**src/rtl/dwrr_pkg.sv**
```systemverilog
// Shared definitions for the DWRR arbiter and its requestor-side queues:
// default sizing and the one-hot check used by both the RTL and the benches.
package dwrr_pkg;

    localparam int DFLT_NUM_REQS = 4;
    localparam int DFLT_QWID     = 4;   // arbiter quantum width
    localparam int DFLT_PSIZE    = 8;   // arbiter packet-size credit
    localparam int DFLT_DWID     = 8;
    localparam int DFLT_DEPTH    = 4;
    localparam int VECW          = 32;  // widest vector the one-hot check accepts

    // Source-index width; a single flow still needs one bit to carry an index.
    function automatic int cntwid(input int n);
        return (n > 1) ? $clog2(n) : 1;
    endfunction

    // True when at most one bit of v is set.
    function automatic logic is_onehot0(input logic [VECW-1:0] v);
        return ((v & (v - VECW'(1))) == '0);
    endfunction

endpackage

```
**src/rtl/dwrr_flow_fifo.sv**
```systemverilog
// Single-flow synchronous FIFO: circular buffer with separate read/write
// pointers and an explicit occupancy count. Head data is presented combinationally.
module dwrr_flow_fifo #(
    parameter int DWID   = 8,
    parameter int DEPTH  = 4,
    parameter int PTRWID = $clog2(DEPTH)
) (
    input  logic              clk,
    input  logic              rst,
    input  logic              wr_en,
    input  logic [DWID-1:0]   wr_data,
    input  logic              rd_en,
    output logic [DWID-1:0]   rd_data,
    output logic              full,
    output logic              empty,
    output logic [PTRWID:0]   count
);

    localparam logic [PTRWID:0]   CNT_FULL = (PTRWID+1)'(DEPTH);
    localparam logic [PTRWID:0]   CNT_ONE  = (PTRWID+1)'(1);
    localparam logic [PTRWID-1:0] PTR_ONE  = PTRWID'(1);

    logic [DWID-1:0]   mem_q [DEPTH];
    logic [PTRWID-1:0] rd_ptr_q, rd_ptr_d;
    logic [PTRWID-1:0] wr_ptr_q, wr_ptr_d;
    logic [PTRWID:0]   count_q, count_d;
    logic              wr_ok;
    logic              rd_ok;

    assign full    = (count_q == CNT_FULL);
    assign empty   = (count_q == '0);
    assign count   = count_q;
    assign rd_data = mem_q[rd_ptr_q];

    // Full is judged before any same-cycle pop, so a push into a full queue
    // is dropped even while the head is leaving.
    assign wr_ok = wr_en & ~full;
    assign rd_ok = rd_en & ~empty;

    always_comb begin
        rd_ptr_d = rd_ptr_q;
        wr_ptr_d = wr_ptr_q;
        count_d  = count_q;
        if (wr_ok) begin
            wr_ptr_d = wr_ptr_q + PTR_ONE;
        end
        if (rd_ok) begin
            rd_ptr_d = rd_ptr_q + PTR_ONE;
        end
        if (wr_ok && !rd_ok) begin
            count_d = count_q + CNT_ONE;
        end else if (rd_ok && !wr_ok) begin
            count_d = count_q - CNT_ONE;
        end
    end

    always_ff @(posedge clk) begin
        if (rst) begin
            rd_ptr_q <= '0;
            wr_ptr_q <= '0;
            count_q  <= '0;
        end else begin
            rd_ptr_q <= rd_ptr_d;
            wr_ptr_q <= wr_ptr_d;
            count_q  <= count_d;
        end
    end

    // Storage needs no reset: nothing is read from a slot before it is written.
    always_ff @(posedge clk) begin
        if (!rst && wr_ok) begin
            mem_q[wr_ptr_q] <= wr_data;
        end
    end

endmodule

```
**src/rtl/dwrr_req_queues.sv**
```systemverilog
// Requestor-side queues for the DWRR arbiter: per-flow FIFOs drive reqs, and
// the granted flow's head packet is popped onto one registered egress port.
module dwrr_req_queues
    import dwrr_pkg::*;
#(
    parameter int NUM_REQS = dwrr_pkg::DFLT_NUM_REQS,
    parameter int DWID     = dwrr_pkg::DFLT_DWID,
    parameter int DEPTH    = dwrr_pkg::DFLT_DEPTH,
    parameter int PTRWID   = $clog2(DEPTH),
    parameter int CNTWID   = dwrr_pkg::cntwid(NUM_REQS)
) (
    input  logic                           clk,
    input  logic                           rst,
    input  logic [NUM_REQS-1:0]            push,
    input  logic [NUM_REQS*DWID-1:0]       push_data,
    output logic [NUM_REQS-1:0]            full,
    output logic [NUM_REQS*(PTRWID+1)-1:0] occ,
    input  logic                           stall,
    output logic [NUM_REQS-1:0]            reqs,
    input  logic [NUM_REQS-1:0]            gnt,
    output logic                           out_valid,
    output logic [DWID-1:0]                out_data,
    output logic [CNTWID-1:0]              out_src,
    output logic                           proto_err
);

    // Handshake: reqs[i] is the valid of flow i and gnt is its acceptance; a
    // pop happens only when gnt is one-hot, a subset of reqs, and stall=0.
    // The egress port has no ready: out_valid is a one-cycle pulse, and
    // downstream backpressure is applied only through stall.

    logic [DWID-1:0]   rd_data_w [NUM_REQS];
    logic [NUM_REQS-1:0] empty_w;
    logic [NUM_REQS-1:0] pop_w;
    logic [PTRWID:0]   count_w [NUM_REQS];

    logic              gnt_any;
    logic              gnt_onehot;
    logic              gnt_ok;
    logic              gnt_err;
    logic [DWID-1:0]   sel_data;
    logic [CNTWID-1:0] sel_src;

    logic              out_valid_q, out_valid_d;
    logic [DWID-1:0]   out_data_q, out_data_d;
    logic [CNTWID-1:0] out_src_q, out_src_d;
    logic              proto_err_q, proto_err_d;

    for (genvar g = 0; g < NUM_REQS; g++) begin : g_flow
        dwrr_flow_fifo #(
            .DWID   (DWID),
            .DEPTH  (DEPTH),
            .PTRWID (PTRWID)
        ) u_fifo (
            .clk     (clk),
            .rst     (rst),
            .wr_en   (push[g]),
            .wr_data (push_data[g*DWID +: DWID]),
            .rd_en   (pop_w[g]),
            .rd_data (rd_data_w[g]),
            .full    (full[g]),
            .empty   (empty_w[g]),
            .count   (count_w[g])
        );
        assign occ[g*(PTRWID+1) +: (PTRWID+1)] = count_w[g];
    end

    assign reqs = ~empty_w & {NUM_REQS{~stall}};

    always_comb begin
        gnt_any    = |gnt;
        gnt_onehot = is_onehot0(VECW'(gnt));
        gnt_ok     = gnt_any && gnt_onehot && ((gnt & ~reqs) == '0);
        gnt_err    = gnt_any && !gnt_ok;
        pop_w      = gnt & {NUM_REQS{gnt_ok}};
    end

    // Egress mux: only consumed when the grant is one-hot, so at most one match.
    always_comb begin
        sel_data = '0;
        sel_src  = '0;
        for (int i = 0; i < NUM_REQS; i++) begin
            if (gnt[i]) begin
                sel_data = rd_data_w[i];
                sel_src  = CNTWID'(i);
            end
        end
    end

    always_comb begin
        out_valid_d = gnt_ok;
        out_data_d  = out_data_q;
        out_src_d   = out_src_q;
        proto_err_d = proto_err_q | gnt_err;
        if (gnt_ok) begin
            out_data_d = sel_data;
            out_src_d  = sel_src;
        end
    end

    always_ff @(posedge clk) begin
        if (rst) begin
            out_valid_q <= 1'b0;
            out_data_q  <= '0;
            out_src_q   <= '0;
            proto_err_q <= 1'b0;
        end else begin
            out_valid_q <= out_valid_d;
            out_data_q  <= out_data_d;
            out_src_q   <= out_src_d;
            proto_err_q <= proto_err_d;
        end
    end

    assign out_valid = out_valid_q;
    assign out_data  = out_data_q;
    assign out_src   = out_src_q;
    assign proto_err = proto_err_q;

endmodule
```
**config.mk**
```make
export PLATFORM = sky130hd
export DESIGN_NAME = dwrr_req_queues
export DESIGN_NICKNAME = d
export VERILOG_FILES = /design/src/rtl/dwrr_pkg.sv /design/src/rtl/dwrr_flow_fifo.sv /design/src/rtl/dwrr_req_queues.sv
export SDC_FILE = /design/constraint.sdc
export NUM_CORES = 1
export LEC_CHECK = 0
export ABC_CLOCK_PERIOD_IN_PS = 3090
export BUFFER_PORTS_ARGS = -buffer_cell sky130_fd_sc_hd__buf_2
export CORE_ASPECT_RATIO = 1.5
export CORE_MARGIN = 2
export CORE_UTILIZATION = 50
export DETAILED_ROUTE_END_ITERATION = 8
export PLACE_DENSITY = 0.72
export SYNTH_ARGS = -nofsm -noshare
export SYNTH_HDL_FRONTEND = slang
export SYNTH_HIERARCHICAL = 1
export SYNTH_SLANG_ARGS = --single-unit
```
**constraint.sdc**
```tcl
create_clock -name clk -period 3.09 [get_ports clk]
set_clock_uncertainty 0.2 [all_clocks]
set_input_delay 0.4635 -clock clk [delete_from_list [all_inputs] [get_ports clk]]
set_output_delay 0.4635 -clock clk [all_outputs]
set_load 0.05 [all_outputs]
```
# --- Yosys cells after proc, flatten, opt, wreduce, memory -nomap -nowiden ---
# Memories as Yosys holds them, arrays and structs flattened. A register that Yosys moved wholly into a read port is not among the register bits.
# Index checks and enable logic that the tools add are counted.
totals:
  reg_bits: 40
  ram_bits: 128
  input_bits: 43
  out_inout_bits: 32
  wordCells: 132
  n_memories: 4
mem_list:
  columns: ["name", "depth", "width", "rd", "rd_clocked_by_memory_dff", "wr", "line", "source"]
  rows:
  - ["g_flow[0].u_fifo.mem_q", 4, 8, 1, 1, 1, "dwrr_flow_fifo.sv:23", "logic [DWID-1:0] mem_q [DEPTH];"]
  - ["g_flow[1].u_fifo.mem_q", 4, 8, 1, 1, 1, "dwrr_flow_fifo.sv:23", null]
  - ["g_flow[2].u_fifo.mem_q", 4, 8, 1, 1, 1, "dwrr_flow_fifo.sv:23", null]
  - ["g_flow[3].u_fifo.mem_q", 4, 8, 1, 1, 1, "dwrr_flow_fifo.sv:23", null]
op_classes:
  addsub: 17
  eq_ne: 4
  muxes: 31
  n_bitwise: 24
  reduce_logical: 36
op_table:
  columns: ["operator", "n"]
  rows:
  - ["$and A4 B32 Y32", 1]
  - ["$logic_not A32 Y1", 1]
  - ["$mux W8", 4]
  - ["$mux W3", 8]
  - ["$mux W2", 10]
  - ["$add A2 B1 Y2 const B", 8]
  - ["$logic_and A1 B1 Y1", 15]
  - ["$add A3 B1 Y3 const B", 4]
  - ["$and A4 B4 Y4", 3]
  - ["$eq A3 B3 Y1 const B", 4]
  - ["$logic_not A3 Y1", 4]
  - ["$sub A3 B1 Y3 const B", 4]
  - ["$logic_not A1 Y1", 10]
  - ["$mux W1", 9]
  - ["$not A1 Y1", 9]
  - ["$and A1 B1 Y1", 8]
  - ["$not A4 Y4", 2]
  - ["$reduce_bool A2 Y1", 4]
  - ["$sub A4 B1 Y5 const B", 1]
  - ["$logic_not A4 Y1", 1]
  - ["$reduce_or A4 Y1", 1]
  - ["$or A1 B1 Y1", 1]

# --- Logic depth before layout (Yosys ltp) ---
# Gate-level depths: netlist of the first run.
logic_depth:
  depth_word: 12
  ltp_mapped: 11
  mapped_depth_nobuf: 11

# --- Modules after synthesis ---
# Netlist of the first run, hierarchy kept.
modules_own_cells:
  columns: ["module", "instances", "cells_each", "area_per_inst_um2", "seq_area_each_um2"]
  rows:
  - ["dwrr_flow_fifo", 4, 91, 1637.8, 1141.1]
  - ["dwrr_req_queues", 1, 97, 818.3, 240.2]

# --- Worst setup path after synthesis of the first run ---
# No wires, ideal clock.
synth_path:
  kind: "flip-flop to flip-flop"
  start: "register g_flow[3].u_fifo.count_q[1]"
  end: "register g_flow[3].u_fifo.count_q[2]"
  setup_time_ns: 0.071
  arrival_time_ns: 3.130
  required_ns: 2.819
  path_slack_ns: -0.310
  stages_incl_launch_ff: 12
  path_buffers: 0
  period_less_slack_ns: 3.400
  path_cell_list: "dfxtp_1 -> nor3_1 -> or4b_4 -> a311o_4 -> nor3_1 -> o31ai_1 -> ha_1 -> inv_1 -> fa_1 -> xor2_1 -> or3_1 -> a21oi_1"
synth_via:
  elab_chain_len: 12
  word_cells_on_any_way: 22
  cone_classes: "add/sub: 2; eq/ne: 1; mux: 2; bitwise: 9; reduce/logical: 8"
synth_rtl:
  columns: ["element", "line", "source"]
  rows:
  - ["from (decl)", "dwrr_flow_fifo.sv:26", "logic [PTRWID:0] count_q, count_d;"]
  - ["from (signal assigned)", "dwrr_flow_fifo.sv:65", "count_q <= count_d;"]
  - ["$logic_not A3 Y1 (*)", "dwrr_flow_fifo.sv:31", "assign empty = (count_q == '0);"]
  - ["via empty_w[3]", "dwrr_req_queues.sv:33", "logic [NUM_REQS-1:0] empty_w;"]
  - ["$not A4 Y4 (*)", "dwrr_req_queues.sv:68", "assign reqs = ~empty_w & {NUM_REQS{~stall}};"]
  - ["$and A4 B4 Y4 (*)", "dwrr_req_queues.sv:68", null]
  - ["$not A4 Y4 (*)", "dwrr_req_queues.sv:73", "gnt_ok = gnt_any && gnt_onehot && ((gnt & ~reqs) == '0);"]
  - ["$and A4 B4 Y4 (*)", "dwrr_req_queues.sv:73", null]
  - ["$logic_not A4 Y1 (*)", "dwrr_req_queues.sv:73", null]
  - ["$logic_and A1 B1 Y1 (*)", "dwrr_req_queues.sv:73", null]
  - ["$and A4 B4 Y4 (*)", "dwrr_req_queues.sv:75", "pop_w = gnt & {NUM_REQS{gnt_ok}};"]
  - ["via pop_w[3]", "dwrr_req_queues.sv:34", "logic [NUM_REQS-1:0] pop_w;"]
  - ["$and A1 B1 Y1 (*)", "dwrr_flow_fifo.sv:38", "assign rd_ok = rd_en & ~empty;"]
  - ["$logic_not A1 Y1", "dwrr_flow_fifo.sv:50", "if (wr_ok && !rd_ok) begin"]
  - ["$logic_and A1 B1 Y1", "dwrr_flow_fifo.sv:50", null]
  - ["$mux W3 / $reduce_bool A2 Y1 (equally long branches)", null, null]
# The timed path passes the listed nets; every way through them passes the cells marked *. The select of a mux whose other input is x is not followed.
# A chain may end at the register's enable or synchronous reset.

# --- Worst setup path after layout of the first run ---
layout_path:
  start: "register g_flow[3].u_fifo.count_q[0]"
  end: "register g_flow[2].u_fifo.count_q[2]"
layout_via:
  elab_chain_len: 12
  word_cells_on_any_way: 14
  cone_classes: "mux: 1; bitwise: 6; reduce/logical: 7"
layout_rtl:
  columns: ["element", "line"]
  rows:
  - ["$logic_not A3 Y1 (*)", "dwrr_flow_fifo.sv:31"]
  - ["via empty_w[3]", "dwrr_req_queues.sv:33"]
  - ["$not A4 Y4 (*)", "dwrr_req_queues.sv:68"]
  - ["$and A4 B4 Y4 (*)", "dwrr_req_queues.sv:68"]
  - ["$not A4 Y4 (*)", "dwrr_req_queues.sv:73"]
  - ["$and A4 B4 Y4 (*)", "dwrr_req_queues.sv:73"]
  - ["$logic_not A4 Y1 (*)", "dwrr_req_queues.sv:73"]
  - ["$logic_and A1 B1 Y1 (*)", "dwrr_req_queues.sv:73"]
  - ["$and A4 B4 Y4 (*)", "dwrr_req_queues.sv:75"]
  - ["via pop_w[2]", "dwrr_req_queues.sv:34"]
  - ["$and A1 B1 Y1 (*)", "dwrr_flow_fifo.sv:38"]
  - ["$logic_not A1 Y1", "dwrr_flow_fifo.sv:50"]
  - ["$logic_and A1 B1 Y1", "dwrr_flow_fifo.sv:50"]
  - ["$mux W3 / $reduce_bool A2 Y1 (equally long branches)", null]
  - ["to (signal assigned)", "dwrr_flow_fifo.sv:65"]
  - ["to (decl)", "dwrr_flow_fifo.sv:26"]
# The timed path passes the listed nets; every way through them passes the cells marked *.

==> results.md, run 1 <==
* CTS max path bufs at 2
* Worst-path clk slew at roughly 0.07 ns
* Crit path kind: reg -> reg
* Sequential fraction of the synthesis area at 0.6520
* Gr ovfl total at 0
* Die X at between 100 and 150 um
* Final Hold Slack at 0.04688 ns
* Post-Layout Inst Area at a little under 9000 um^2
* CP Data Arrival Time at between 3 and 4 ns
* Max incr delay on CP at about 0.49 ns
* VDD IR max at 0.4651 mV
* Starting Density at 0.5097
* Unrepaired setup endpoints after global routing: no
* Cts hold-fix bufs at 0
* First-pass detailed-route iteration total at 4
* Largest net degree at the start of global routing at 72
* Post-synth EDFFs at 128
* Achievable frequency at around 0.34 GHz
* Most numerous cell in the Yosys netlist: edfxtp_1
* Number of setup violations in the final report at 0
* Critical path peak fanout at 5
* Mapped Cells at 461
* Max-slew violations at 0
* Ports at 75
* Vias in the first global route at approximately 4400
* Mapped Avg Cell Area at about 16 um^2
* Area after DPL at 8230 um^2
* Synth unique cells at 40
* Syn_nets at ~530
* TritonCTS clock tree: yes
* Row Count at between 50 and 60
* Initial antenna violation count at 0
* First-pass GRT wire length at between 20000 and 25000 um
* Final TNS setup at 0 ns
* Top cell type's share of synthesized area at 0.5216
* DP HPWL at roughly 11000 um
* Tot GR Track Use at 0.1947
* Initial drt markers at 205
* Routed wire length at 14610 um
* Via count at approximately 4300
* P&R area growth vs syn at 19.66%
* GPL Wtd Cong at 0.8126
* CP max stage cell: or4b_4
* Port Buffers at between 70 and 80
* Synth Warn # at 6
* CTS Buf Count at 17
* Vias per std cell at between 5 and 6
* Yosys reg bits at ~180
* Die Ht at 152.7 um
* Final min period at roughly 3.0 ns
* Main synth FF type: edfxtp_1
* Wirelength per Cell at approximately 19 um
* Fill cells at between 1000 and 1500
* Share of layout cells above drive strength 1 at 0.3537
* Clock sink total at approximately 180
* Die ar. at around 16000 um^2
* Max-cap violation count at 0
* Fin crit share at 0.9577
* HP Class: in -> reg
* Worst Max-Slew Pin Slew at 0.7245 ns
* Leakage power at roughly 3.3 nW
* Reg2reg setup slack at between 0.1 and 0.15 ns
* ANT cells at 0
* Status: finished, final reports clean
* CORE AREA at 14460 um^2
* Worst path cell trace: nor3_2, or4b_4, a311oi_1, buf_4, and3_1, o31ai_1, ha_1, inv_1, fa_1, xor2_1, or3_1, a21oi_1
* CTS root buf: clkbuf_16
* Final design utilization at 0.6099
* Slew margin rel. at 0.5149
* Post-synth top area cell: edfxtp_1
* Critical path capture point type: flip-flop
* Antenna-violating nets left at 0
* PD cells at 708.8 nW/um^2
* Total power at 6.251 mW
* Insertion delay to the later sink of the worst-skew pair at 0.43 ns
* Top cells by area, synth: edfxtp_1, dfxtp_1, mux4_2
* Synth async-reset ratio at 0
* Max H-tree Level at 4
* Final hold violation count at 0
* Mapped Area at 7370 um^2
* Crit path required time at about 3.2 ns
* Most frequent cells after synthesis: edfxtp_1, dfxtp_1, mux4_2
* Critical path launch point type: flip-flop
* Final #Nets at between 600 and 700
* Drt drc at 0
## report_power, final
group	internal (mW)	total, mW	switching (mW)
clock network	1.07	2.01	0.949
registers	2.71	2.82	0.107
logic	0.519	1.42	0.902
## cell type report
cell class              count  area [um^2]  area share
repair buffers            116        698.2     0.07917
well taps                 196        245.2     0.02781
inverters                  22        82.58    0.009364
clock buffers              17        425.4     0.04824
flip-flops and latches    176         4813      0.5458
clock inverters            15        137.6     0.01561
multi-input cells         242         2416      0.2740
## worst max-delay path, delay by kind of cell (launching register included)
family	cells	cell delay, ns
AO/OA/AOI/OAI	3	0.58
buffers and inverters	2	0.25
flip-flops	1	0.35
AND/OR/NAND/NOR	4	1.06
XOR/XNOR	1	0.07
adder cells (fa/ha/maj)	2	0.39
## cell families (layout without fill, tap and decap cells)
group / Yosys count / count (layout) / share of synthesized area
flip-flops: 176 / 176 / 0.6520
AND/OR/NAND/NOR: 103 / 103 / 0.09151
AO/OA/AOI/OAI: 51 / 51 / 0.04839
multiplexers: 48 / 48 / 0.1207
buffers and inverters: 43 / 170 / 0.02360
adder cells (fa/ha/maj): 24 / 24 / 0.04482
XOR/XNOR: 16 / 16 / 0.01901
## registers in the layout, summed over array words and instances (netlist names), named ones only
name                    cells
out_src                     2
g_flow.u_fifo/rd_ptr_q      8
g_flow.u_fifo/mem_q       128
out_data                    8
g_flow.u_fifo/count        12
g_flow.u_fifo/wr_ptr_q      8
proto_err                   1
out_valid                   1
## timing repair
action,in CTS,in global routing
gates resized for setup,0,4
endpoints found under the setup margin,0,4
setup buffers,0,0
## metrics by stage
stage,std cells,setup slack (ns)
4_1_cts,784,0.1225
2_1_floorplan,461,0.03132
3_3_place_gp,752,0.03365
3_5_place_dp,752,-0.09508
6_report,784,0.1308
5_1_grt,784,0.008461
## metal layers
| layer | track usage | vias to the layer above | routed length, um |
|---|---|---|---|
| met3 | 0.04908 | 7 | 609 |
| met1 | 0.2399 | 2182 | 5851 |
| met5 | 0 | - | 0 |
| li1 | - | 2006 | - |
| met4 | 0.05576 | 0 | 178 |
| met2 | 0.3352 | 96 | 7974 |
## worst paths after layout
kind	to	startpoint	cells after the start
worst max-delay path	g_flow[2].u_fifo/count[2]	g_flow[3].u_fifo/count[0]	12
worst min register to register	out_data[5]	out_data[5]	2
worst min-delay path	g_flow[2].u_fifo/mem_q[3][1]	push_data[17]	1
worst max register to register	g_flow[2].u_fifo/count[2]	g_flow[3].u_fifo/count[0]	12
## placed cells by master, fill, tap and decap left out, types with 11 or more instances in the layout
cell type	synthesis	layout
inv_1	22	22
o21ai_0	11	11
mux4_2	32	32
xor2_1	16	16
nor3b_1	16	15
buf_4	0	41
edfxtp_1	128	128
nor3_1	16	12
ha_1	20	20
dfxtp_1	48	45
buf_2	4	74
nor2_1	26	26
clkbuf_16	0	17
Note: power is estimated with default switching activity, not from simulation.
==> run 2: changes to the inputs <==
--- a/config.mk
+++ b/config.mk
@@ -11,6 +11,7 @@
 export CORE_MARGIN = 2
 export CORE_UTILIZATION = 50
 export DETAILED_ROUTE_END_ITERATION = 8
+export HOLD_SLACK_MARGIN = 0.02
 export PLACE_DENSITY = 0.72
 export SYNTH_ARGS = -nofsm -noshare
 export SYNTH_HDL_FRONTEND = slang
==> constraint.sdc (replaced) <==
create_clock -name clk -period 3.09 [get_ports clk]
set_clock_uncertainty 0.2 [all_clocks]
set_input_delay 0.309 -clock clk [delete_from_list [all_inputs] [get_ports clk]]
set_output_delay 0.309 -clock clk [all_outputs]
set_load 0.05 [all_outputs]
==> results.md, run 2 (synthesis results as in run 1) <==
* Total power at 6.286 mW (+0.57%)
* PD cells at 692.9 nW/um^2 (-2.2%)
* Initial antenna violation count at 0 (unchanged)
* Via count at 4338 (+1.1%)
* Number of setup violations in the final report at 0 (unchanged)
* Port Buffers at 74 (unchanged)
* Critical path peak fanout at 5 (unchanged)
* Row Count at 54 (unchanged)
* Clock sink total at 176 (unchanged)
* Post-CTS setup repair buffer count at 0 (unchanged)
* Starting Density at 0.5097 (unchanged)
* CTS root buf: clkbuf_16
* TritonCTS clock tree: yes
* HP Class: in -> reg
* ANT cells at 0 (unchanged)
* First-pass detailed-route iteration total at 4 (unchanged)
* Critical path capture point type: flip-flop
* P&R area growth vs syn at 23.11%
* Max reg flops at 128 (unchanged)
* GPL Wtd Cong at 0.8043 (-1.0%)
* CTS max path bufs at 2 (unchanged)
* Final min period at 2.916 ns (-0.04282 ns)
* Initial drt markers at 256 (+25%)
* CP max stage cell: or4b_4
* Tot GR Track Use at 0.2006 (+0.005915)
* Routed wire length at 14780 um (+1.1%)
* Drt drc at 0 (unchanged)
* Max H-tree Level at 4 (unchanged)
* Crit path required time at 3.24 ns (about the same)
* Max-cap violation count at 0 (unchanged)
* Die ar. at 15750 um^2 (unchanged)
* Largest Register: g_flow.u_fifo/mem_q
* Fin crit share at 0.9438 (-0.01386)
* Crit path kind: reg -> reg
* Worst path bufs/invs at 2 (unchanged)
* Max incr delay on CP at 0.50 ns (about the same)
* Largest net degree at the start of global routing at 41 (-43%)
* Vias per std cell at 5.382 (-1.7%)
* CP startpoint: g_flow[3].u_fifo/count[1]
* Unrepaired setup endpoints after global routing: no
* CORE AREA at 14460 um^2 (unchanged)
* Worst Max-Slew Pin Slew at 1.297 ns (+0.5721 ns)
* Final TNS setup at 0 ns (unchanged)
* VDD IR max at 0.5224 mV (+12%)
* Register area at 4813 um^2 (unchanged)
* Most common cell after layout, fill and taps aside: edfxtp_1
* Leakage power at 3.359 nW (+2.4%)
* Wirelength per Cell at 18.33 um (-1.6%)
* Most frequent cells in the layout: edfxtp_1, buf_2, dfxtp_1
* Area occupied by multi-input gates at 2430 um^2 (+0.57%)
* Hold Startpoint: push[0]
* Share of layout cells above drive strength 1 at 0.3295 (-0.02423)
* CP Data Arrival Time at 3.07 ns (-0.04 ns)
* Insertion delay to the later sink of the worst-skew pair at 0.43 ns (about the same)
* Fill cells at 1090 (-2.4%)
* Vias in the first global route at 4547 (+3.5%)
* Achievable frequency at 0.3429 GHz (+1.5%)
* Critical path launch point type: flip-flop
* Final hold violation count at 0 (unchanged)
* Gr ovfl total at 0 (unchanged)
* Antenna-violating nets left at 0 (unchanged)
* Die Ht at 152.7 um (unchanged)
* Slew margin rel. at 0.1337 (-0.3812)
* Final Hold Slack at 0.05731 ns (+0.01043 ns)
* Worst path cell trace: nor3_2, or4b_4, a311oi_2, buf_4, and3_1, o31ai_1, ha_1, inv_1, fa_1, xor2_1, or3_1, a21oi_1
* CTS Buf Count at 17 (unchanged)
* CP delay by family, top: simple AND/OR/NAND/NOR gates
* Status: finished, final reports clean
* First-pass GRT wire length at 23510 um (+3.0%)
* Die X at 103.1 um (unchanged)
* Worst-path clk slew at 0.07 ns (about the same)
* Max-slew violations at 0 (unchanged)
* Final design utilization at 0.6275 (+0.01757)
* DP HPWL at 10720 um (+0.24%)
* Final #Nets at 664 (+3.4%)
* Ports at 75 (unchanged)
* Reg2reg start: g_flow[3].u_fifo/count[1]
## run 2: cell count changes in the layout (fill, tap and decap cells not counted)
cell           delta
a311oi_1          -1
nor3_1            -1
inv_8             +1
clkinvlp_4        +2
buf_4             -9
buf_12            -1
ha_2              +1
clkinv_4          +1
inv_6             -2
nor3_2            +1
clkinv_2          -2
a311oi_2          +1
ha_1              -1
dlygate4sd3_1    +32
## run 2: timing repair
action | 4_1_cts | 5_1_grt
endpoints found under the hold margin | 128 | 0
resized for setup | 0 | 7
setup endpoints to repair | 0 | 5
hold buffers | 32 | 0
## run 2: path summary, 6_finish.rpt
kind / endpoint / slack (ns) / cells past startpoint
worst min-delay path: g_flow[0].u_fifo/wr_ptr_q[0] / 0.06 / 4
worst min register to register: out_data[5] / 0.29 / 2
worst max-delay path: g_flow[1].u_fifo/count[2] / 0.17 / 12
worst max register to register: g_flow[1].u_fifo/count[2] / 0.17 / 12
## run 2: cell type report
class                   instances  area share
clock inverters                15     0.01600
multi-input cells             242      0.2678
repair buffers                138      0.1026
well taps                     196     0.02703
flip-flops and latches        176      0.5305
inverters                      22    0.009102
clock buffers                  17     0.04689
## run 2: routing by layer
layer	global-route usage	vias up	part of all wire
li1	-	2046	-
met1	0.2483	2174	0.41
met2	0.3476	104	0.54
met3	0.04679	14	0.046
met4	0.05576	0	0.0097
met5	0	-	0
## run 2: worst register-to-register path: stages, from the launching register on
cell	delay [ns]
dfxtp_4	0.35
nor3_2	0.05
or4b_4	0.50
a311oi_2	0.28
buf_4	0.16
and3_1	0.20
o31ai_1	0.12
ha_1	0.22
inv_1	0.07
fa_1	0.17
xor2_1	0.07
or3_1	0.31
a21oi_1	0.14
## run 2: stage by stage
stage	instances	cell area (um^2)	setup slack, ns
after floorplan	461	7378	0.03132
after global placement	742	8143	0.1745
after detailed placement	742	8143	0.08906
after CTS	806	9034	0.09870
after global routing	806	9072	0.008971
final	806	9072	0.1736
## run 2: where the power goes
part	internal (mW)	switching [mW]	leakage, nW	total (mW)
Combinational	0.531	0.910	1.53	1.44
Clock	1.07	0.964	0.272	2.03
Sequential	2.71	0.103	1.56	2.81
Total	4.31	1.98	3.36	6.29
==> run 3: changes to the inputs <==
--- a/config.mk
+++ b/config.mk
@@ -11,7 +11,7 @@
 export CORE_MARGIN = 2
 export CORE_UTILIZATION = 50
 export DETAILED_ROUTE_END_ITERATION = 8
-export HOLD_SLACK_MARGIN = 0.02
+export HOLD_SLACK_MARGIN = 0.12
 export PLACE_DENSITY = 0.72
 export SYNTH_ARGS = -nofsm -noshare
 export SYNTH_HDL_FRONTEND = slang
==> results.md, run 3 (synthesis results as in run 1) <==
* Status: finished, final reports clean
* Insertion delay to the later sink of the worst-skew pair at 0.43 ns (about the same)
* Max reg flops at 128 (unchanged)
* Tot GR Track Use at 0.2017 (+0.001049)
* Top layer in use: met4
* Flop pwr share at 0.446 (about the same)
* Final min period at 2.956 ns (+0.03925 ns)
* Final #Nets at 671 (+1.1%)
* CTS root buf: clkbuf_16
* Fin crit share at 0.9565 (+0.01270)
* Initial drt markers at 247 (-3.5%)
* Wirelength per Cell at 18.41 um (+0.41%)
* Total power at 6.298 mW (+0.19%)
* Final TNS setup at 0 ns (unchanged)
* Max-cap violation count at 0 (unchanged)
* Achievable frequency at 0.3383 GHz (-1.3%)
* Share of layout cells above drive strength 1 at 0.3290 (-0.0004969)
* CP Data Arrival Time at 3.12 ns (+0.05 ns)
* Max H-tree Level at 4 (unchanged)
* Most common cell after layout, fill and taps aside: edfxtp_1
* Crit path required time at 3.25 ns (about the same)
* VDD IR max at 0.5079 mV (-2.8%)
* Antenna-violating nets left at 0 (unchanged)
* Starting Density at 0.5097 (unchanged)
* CTS Buf Count at 17 (unchanged)
* Largest Register: g_flow.u_fifo/mem_q
* Worst-path clk slew at 0.07 ns (about the same)
* First-pass GRT wire length at 23650 um (+0.59%)
* M1 WL at 6207 um (+2.9%)
* PD cells at 688.9 nW/um^2 (-0.57%)
* Switching Share at 0.3147 (about the same)
* Leakage power at 3.387 nW (+0.84%)
* ANT cells at 0 (unchanged)
* Drt drc at 0 (unchanged)
* Clock group share of total power at 0.323 (about the same)
* TritonCTS clock tree: yes
* Fill cells at 1075 (-1.4%)
* First-pass detailed-route iteration total at 4 (unchanged)
* Slew margin rel. at 0.1370 (+0.003323)
* Clock sink total at 176 (unchanged)
* Via count at 4346 (+0.18%)
* Wire length on met3 at 567 um (-16%)
* Pint at 4.316 mW (+0.16%)
* Number of setup violations in the final report at 0 (unchanged)
* Critical path capture point type: flip-flop
* Worst Max-Slew Pin Slew at 1.292 ns (-0.004974 ns)
* Critical path launch point type: input pin
* Final hold violation count at 0 (unchanged)
* P_sw at 1.982 mW (+0.26%)
* GPL Wtd Cong at 0.8043 (unchanged)
* Gr ovfl total at 0 (unchanged)
* CTS max path bufs at 2 (unchanged)
* Crit path kind: in -> reg
* DP HPWL at 10720 um (unchanged)
* Port Buffers at 74 (unchanged)
* P&R area growth vs syn at 24.06%
* Most frequent cells in the layout: edfxtp_1, buf_2, dfxtp_1
* Die X at 103.1 um (unchanged)
* CORE AREA at 14460 um^2 (unchanged)
* Unrepaired setup endpoints after global routing: no
* Comb pwr share at 0.231 (+0.002)
* Vias in the first global route at 4578 (+0.68%)
* HP Class: in -> reg
* Vias per std cell at 5.346 (-0.68%)
* DR WL met2 at 8079 um (+1.9%)
* Critical path peak fanout at 9 (+4)
* Die Ht at 152.7 um (unchanged)
* Row Count at 54 (unchanged)
* Routed wire length at 14970 um (+1.3%)
* Largest net degree at the start of global routing at 41 (unchanged)
* Die ar. at 15750 um^2 (unchanged)
* Ports at 75 (unchanged)
* Max-slew violations at 0 (unchanged)
* Initial antenna violation count at 0 (unchanged)
[run 3: critical path, stage by stage]
cell	delay, ns
dlygate4sd3_1	0.55
clkbuf_4	0.21
o22a_1	0.20
a311oi_2	0.05
buf_4	0.16
and3_1	0.20
o31ai_1	0.11
ha_2	0.27
inv_1	0.05
fa_1	0.37
xor2_1	0.18
or3_1	0.30
a21oi_1	0.15
[run 3: final timing paths]
kind	start	to	slack, ns	cells past startpoint
max	gnt[0]	g_flow[0].u_fifo/count[2]	0.13	13
min	rst	g_flow[0].u_fifo/count[1]	0.15	2
max reg2reg	g_flow[2].u_fifo/count[1]	g_flow[0].u_fifo/count[2]	0.15	12
min reg2reg	out_data[5]	out_data[5]	0.29	2
[run 3: final cells by class]
cell class / count / area, um^2 / share of cell area
flip-flops and latches: 176 / 4813 / 0.5265
multi-input cells: 242 / 2430 / 0.2658
repair buffers: 145 / 1001 / 0.1095
clock buffers: 17 / 425.4 / 0.04653
well taps: 196 / 245.2 / 0.02682
clock inverters: 15 / 145.1 / 0.01588
inverters: 22 / 82.58 / 0.009032
[run 3: what timing repair did]
item                                    CTS  global route
endpoints found under the setup margin    0             5
buffers inserted                          0             1
gates resized for setup                   0             9
hold endpoints to repair                139             0
hold buffers                             38             0
[run 3: routing by layer]
metal	track usage	up-vias
met5	0	-
met4	0.05576	0
met3	0.04633	8
met2	0.3491	110
met1	0.2506	2171
li1	-	2057
[run 3: power by group through the flow]
stage | clock [mW] | sequential (mW) | combinational, mW
after floorplan | 0 | 3.12 | 0.686
after global placement | 0 | 2.84 | 1.35
after detailed placement | 0 | 2.86 | 1.40
after CTS | 2.07 | 2.80 | 1.44
after global routing | 2.17 | 2.83 | 1.57
final | 2.03 | 2.81 | 1.45
[run 3: through the flow]
| stage | utilization | instances | setup WS [ns] | hold WS, ns | area [um^2] |
|---|---|---|---|---|---|
| after detailed placement | 0.5632 | 742 | 0.08906 | 0.2710 | 8143 |
| final | 0.6323 | 813 | 0.1344 | 0.1546 | 9143 |
| after CTS | 0.6289 | 812 | 0.09870 | 0.1478 | 9094 |
| after floorplan | - | 461 | 0.03132 | 0.2079 | 7378 |
| after global routing | 0.6323 | 813 | 0.009998 | 0.1754 | 9143 |
| after global placement | 0.5632 | 742 | 0.1745 | 0.2809 | 8143 |
